$ cat src/rtl/fib_write_scoreboard.sv
// Bus-snooping scoreboard for the lab CPU Fibonacci program.
// Checks table writes and running-sum writes in order; latches the first error.
module fib_write_scoreboard #(
    parameter int            AW       = 8,
    parameter int            DW       = 8,
    parameter int            N_FIB    = 7,
    parameter logic [AW-1:0] F_BASE   = AW'(8'hF8),
    parameter logic [AW-1:0] SUM_ADDR = AW'(8'hF3),
    parameter logic [DW-1:0] F0       = DW'(1),
    parameter logic [DW-1:0] F1       = DW'(1)
) (
    input  logic             clk,
    input  logic             rst_n,
    input  logic             clr,
    input  logic [AW-1:0]    addr,
    input  logic             wr,
    input  logic [DW-1:0]    data,
    output logic [N_FIB-1:0] f_ok,
    output logic [N_FIB-2:0] sum_ok,
    output logic [1:0]       state,
    output logic [1:0]       err_code,
    output logic [AW-1:0]    err_addr,
    output logic [DW-1:0]    err_data,
    output logic [DW-1:0]    err_exp
);

    localparam logic [AW-1:0] T_LAST = F_BASE + AW'(N_FIB - 1);
    localparam logic [AW-1:0] SK_MAX = AW'(N_FIB - 1);

    typedef enum logic [1:0] {
        IDLE = 2'b00,
        RUN  = 2'b01,
        PASS = 2'b10,
        FAIL = 2'b11
    } state_t;

    state_t          r_state;
    logic [DW-1:0]   r_ta;
    logic [DW-1:0]   r_tb;
    logic [AW-1:0]   r_fi;
    logic [DW-1:0]   r_sexp;
    logic [DW-1:0]   r_sa;
    logic [DW-1:0]   r_sb;
    logic [AW-1:0]   r_sk;

    logic            w_tab;
    logic            w_sum;
    logic            w_done;
    logic            w_live;
    logic [AW-1:0]   w_j;
    logic            w_tok;
    logic            w_sok;
    logic [1:0]      w_code;
    logic [DW-1:0]   w_exp;
    logic [N_FIB-1:0] w_fbit;
    logic [N_FIB-2:0] w_sbit;

    assign w_tab  = wr && (addr >= F_BASE) && (addr <= T_LAST);
    assign w_sum  = wr && (addr == SUM_ADDR);
    assign w_j    = addr - F_BASE;
    assign w_done = (&f_ok) && (&sum_ok);
    assign w_live = (r_state == IDLE) || ((r_state == RUN) && !w_done);
    assign w_fbit = {{(N_FIB-1){1'b0}}, 1'b1} << r_fi;
    assign w_sbit = {{(N_FIB-2){1'b0}}, 1'b1} << r_sk;
    assign state  = r_state;

    always_comb begin
        w_tok  = 1'b0;
        w_sok  = 1'b0;
        w_code = 2'b00;
        w_exp  = '0;
        if (w_tab) begin
            if (w_j != r_fi) begin
                w_code = 2'b10;
            end else if (data == r_ta) begin
                w_tok = 1'b1;
            end else begin
                w_code = 2'b01;
                w_exp  = r_ta;
            end
        end else if (w_sum) begin
            if (r_sk == SK_MAX) begin
                w_code = 2'b11;
            end else if (data == r_sexp) begin
                w_sok = 1'b1;
            end else begin
                w_code = 2'b01;
                w_exp  = r_sexp;
            end
        end
    end

    // Sum generator: r_sexp = S(sk), r_sa/r_sb = next two Fibonacci addends.
    always_ff @(posedge clk or negedge rst_n) begin
        if (!rst_n) begin
            r_state  <= IDLE;
            r_ta     <= F0;
            r_tb     <= F1;
            r_fi     <= '0;
            r_sexp   <= F0 + F1;
            r_sa     <= F0 + F1;
            r_sb     <= F0 + F1 + F1;
            r_sk     <= '0;
            f_ok     <= '0;
            sum_ok   <= '0;
            err_code <= '0;
            err_addr <= '0;
            err_data <= '0;
            err_exp  <= '0;
        end else if (clr) begin
            r_state  <= IDLE;
            r_ta     <= F0;
            r_tb     <= F1;
            r_fi     <= '0;
            r_sexp   <= F0 + F1;
            r_sa     <= F0 + F1;
            r_sb     <= F0 + F1 + F1;
            r_sk     <= '0;
            f_ok     <= '0;
            sum_ok   <= '0;
            err_code <= '0;
            err_addr <= '0;
            err_data <= '0;
            err_exp  <= '0;
        end else if (w_live) begin
            if (w_tok) begin
                f_ok    <= f_ok | w_fbit;
                r_ta    <= r_tb;
                r_tb    <= r_ta + r_tb;
                r_fi    <= r_fi + AW'(1);
                r_state <= RUN;
            end
            if (w_sok) begin
                sum_ok  <= sum_ok | w_sbit;
                r_sexp  <= r_sexp + r_sa;
                r_sa    <= r_sb;
                r_sb    <= r_sa + r_sb;
                r_sk    <= r_sk + AW'(1);
                r_state <= RUN;
            end
            if (w_code != 2'b00) begin
                r_state  <= FAIL;
                err_code <= w_code;
                err_addr <= addr;
                err_data <= data;
                err_exp  <= w_exp;
            end
        end else if ((r_state == RUN) && w_done) begin
            r_state <= PASS;
        end
    end

endmodule

$ cat config.mk
export PLATFORM = sky130hd
export DESIGN_NAME = fib_write_scoreboard
export DESIGN_NICKNAME = d
export VERILOG_FILES = /design/src/rtl/fib_write_scoreboard.sv
export SDC_FILE = /design/constraint.sdc
export NUM_CORES = 1
export LEC_CHECK = 0
export ABC_CLOCK_PERIOD_IN_PS = 3500
export CAP_MARGIN = 20
export CORE_MARGIN = 8
export CORE_UTILIZATION = 30
export DETAILED_ROUTE_END_ITERATION = 8
export GPL_ROUTABILITY_DRIVEN = 0
export MAX_ROUTING_LAYER = met4
export PLACE_DENSITY = 0.51
export REMOVE_ABC_BUFFERS = 1
export SLEW_MARGIN = 20
export SYNTH_ARGS = -nofsm -noshare
export SYNTH_HDL_FRONTEND = slang
export SYNTH_SLANG_ARGS = --single-unit
$ cat constraint.sdc
create_clock -name clk -period 3.5 [get_ports clk]
set_input_delay 0.875 -clock clk [delete_from_list [all_inputs] [get_ports clk]]
set_output_delay 0.875 -clock clk [all_outputs]
set_load 0.05 [all_outputs]
==> impl_metrics.py <==
metrics = {
    "status": {
        "outcome": "complete, no violations",
    },
    "layout": {
        "seq_area_um2": 2430,
        "multi_input_area_um2": 2840,
        "fin_util_pct": 38.9,
        "final_nets": 727,
        "layout-drive-gt1-share_pct": 12.6,
        "n_fill_cell": 1834,
        "area_growth_pct": 26.6,
        "antenna_cells": 0,
        "finalNonFillerCells": 913,
    },
    "logic_synthesis": {
        "seq_area_frac_synth_pct": 44.0,
        "synth_edf_count": 0,
        "synth.area.top_cells": "dfrtp_1 41%, ha_1 5.7%, a21oi_1 4.8%",
        "synth_most_common_cell": "dfrtp_1",
        "yosysTopAreaCell": "dfrtp_1",
        "synth_common_cells": "91 x dfrtp_1, 54 x nand2_1, 53 x a21oi_1",
        "yosysWarnings": 0,
        "synthFlopType": "dfrtp_1",
        "synth_area_per_cell_um2": 9.31,
        "synth-seq-cells": 97,
        "syn_inst": 594,
        "syn-cell-area_um2": 5530,
        "async_flop_share_pct": 100,
        "synth_top_cell_area_share_pct": 41.2,
        "synth_cell_type_count": 55,
    },
    "drt": {
        "route.met2.wl_um": 6930,
        "viasPerCell": 5.15,
        "route.layer.met1.wl_um": 7190,
        "dr.pass1.iters": 4,
        "wl_um": 14900,
        "route.met3.wl_um": 527,
        "wl_per_cell_um": 16.4,
        "antenna_left": 0,
        "vias": 4705,
        "drtIter0Drc": 253,
        "drc": 0,
        "highest_layer": "met4",
    },
    "clock_tree": {
        "cts_tree": "done",
        "worstSkewPairLatency_ns": 0.34,
        "htreeDepth": 3,
        "cts_root_buf": "clkbuf_16",
        "postCtsHoldBufs": 0,
        "clockBufferDepth": 2,
        "cts_inserted_buffers": 9,
        "path_clk_slew_ns": 0.06,
        "clock_sinks": 97,
    },
    "global_routing": {
        "grt_pass1_vias": 4790,
        "grt_pass1_wl_um": 25100,
        "antenna_found_initial": 0,
        "track_usage_pct": 13.5,
        "grt-ovfl-total": 0,
        "grt_max_degree": 62,
    },
    "place": {
        "place_hpwl_um": 11000,
        "dp_cells": 895,
        "post-place-ws_ns": -0.580,
        "port_buffers": 60,
    },
    "pwr": {
        "p_seq_share_pct": 49.6,
        "p_int_w": 0.00176,
        "swShare_pct": 22.5,
        "vdd_ir_drop_max_uv": 251,
        "clockPowerShare_pct": 43.7,
        "p_per_area_nw_per_um2": 325,
        "power_frac_comb_pct": 6.8,
        "leakagePower_nw": 2.98,
        "power.switching_w": 0.000512,
        "total_power_w": 0.00227,
    },
    "timing": {
        "fmax_mhz": 298,
        "worst_slack_ns": 0.148,
        "fin_tns_setup_ns": 0,
        "grt_setup_unrepaired": "false",
        "hold_viol": 0,
        "setup-violations-final": 0,
        "period_share_pct": 95.8,
        "relSlewSlack_pct": 47.0,
        "finClkSkew_ns": 0.00578,
        "period_minus_slack_ns": 3.35,
        "worst_slew_pin_slew_ns": 0.788,
        "report.final.slew_viol_count": 0,
    },
    "floorplan": {
        "row_count": 49,
        "die_h_um": 152,
        "start_util_pct": 30.7,
        "die_w_um": 152,
        "core_area_um2": 18000,
        "die_area_um2": 23000,
        "io_pins": 61,
    },
    "worst_setup_path": {
        "worstSetupEndpointType": "register",
        "start_kind": "input port",
        "worst-path-max-fanout": 5,
        "critPathRequiredTime_ns": 3.75,
        "crit_type": "input port to register",
        "arrival_ns": 3.60,
    },
    "job": {
        "drv_cap": 0,
    },
    "hold_path": {
        "min_path_type": "input port to asynchronous set/reset pin",
    },
}
==> critical path, cell delays in order <==
cell,delay [ns]
clkdlybuf4s50_1,0.42
or3b_4,0.42
a2111oi_4,0.37
nand4_2,0.15
or4b_4,0.59
or4b_4,0.56
o32ai_2,0.21
==> cell usage in the layout, fill, tap and decap left out, types with 13 or more instances in the layout <==
cell type / n
a21oi_1: 53
buf_4: 45
clkdlybuf4s50_1: 56
dfrtp_1: 91
ha_1: 24
inv_1: 42
mux2i_1: 13
nand2_1: 54
nand3_1: 20
nand4_1: 13
nor2_1: 47
o211ai_1: 17
xnor2_1: 29
==> timing repair <==
| item | in CTS | in global routing |
|---|---|---|
| hold endpoints to repair | 0 | 0 |
| setup buffers | 2 | 0 |
| gates resized for setup | 7 | 0 |
| endpoints found under the setup margin | 22 | 0 |
==> stage by stage <==
step / hold WS, ns / cell area [um2]
floorplan: 0.473 / 5400
global placement: 0.484 / 6680
detailed placement: 0.504 / 6680
CTS: 0.515 / 7000
global route: 0.530 / 7000
finish: 0.506 / 7000
==> flip-flops by register name, summed over array words and instances, names as in the netlist <==
signal    count
err_addr      8
err_code      2
err_data      8
err_exp       8
f_ok          7
r_fi          8
r_sa          8
r_sb          8
r_sexp        8
r_sk          8
r_ta          8
r_tb          8
state         2
sum_ok        6
==> cells by family after synthesis <==
kind of cell / count (synthesis) / share of synthesized area [%]
AOI/OAI and AO/OA: 148 / 18.3
xor gates and xnor gates: 39 / 6.17
adders and majority gates: 28 / 6.74
DFF: 97 / 44.0
muxes: 13 / 2.35
and+or+nand+nor: 193 / 17.3
buffers and inverters: 76 / 5.18
==> per-layer routing <==
layer | vias up | global-route usage [%]
li1 | 2284 | -
met1 | 2314 | 17.1
met2 | 86 | 20.9
met3 | 21 | 2.68
met4 | 0 | 5.14
met5 | - | -
==> power by group through the flow <==
stage	Sequential [W]	Combinational, W	Clock, W
floorplan	0.00116	0.0000351	0
global placement	0.00115	0.000155	0
detailed placement	0.00115	0.000157	0
CTS	0.00113	0.000157	0.00102
global route	0.00113	0.000170	0.00107
finish	0.00113	0.000154	0.000993
==> area by class of cell <==
class,instances,share of cell area (%)
clock buffers,14,3.63
clock inverters,2,0.536
inverters,42,2.25
multi-input cells,421,40.6
flip-flops and latches,97,34.8
well taps,229,4.09
repair buffers,108,14.2
==> final timing paths <==
kind	startpoint	end	slack, ns	depth (start not counted)
setup / recovery	addr[1]	f_ok[1]$_DFFE_PN0P_	0.15	7
hold / removal	rst_n	r_fi[6]$_DFFE_PN0P_	0.51	1
setup reg to reg	r_ta[1]$_DFFE_PN0P_	r_tb[7]$_DFFE_PN0P_	0.92	7
hold reg to reg	r_sb[0]$_DFFE_PN1P_	r_sb[0]$_DFFE_PN1P_	0.51	2
max in group asynchronous	rst_n	r_sa[1]$_DFFE_PN1P_	2.24	2
min in group clk	r_sb[0]$_DFFE_PN1P_	r_sb[0]$_DFFE_PN1P_	0.51	2
Power figures use the tool's default switching activity.
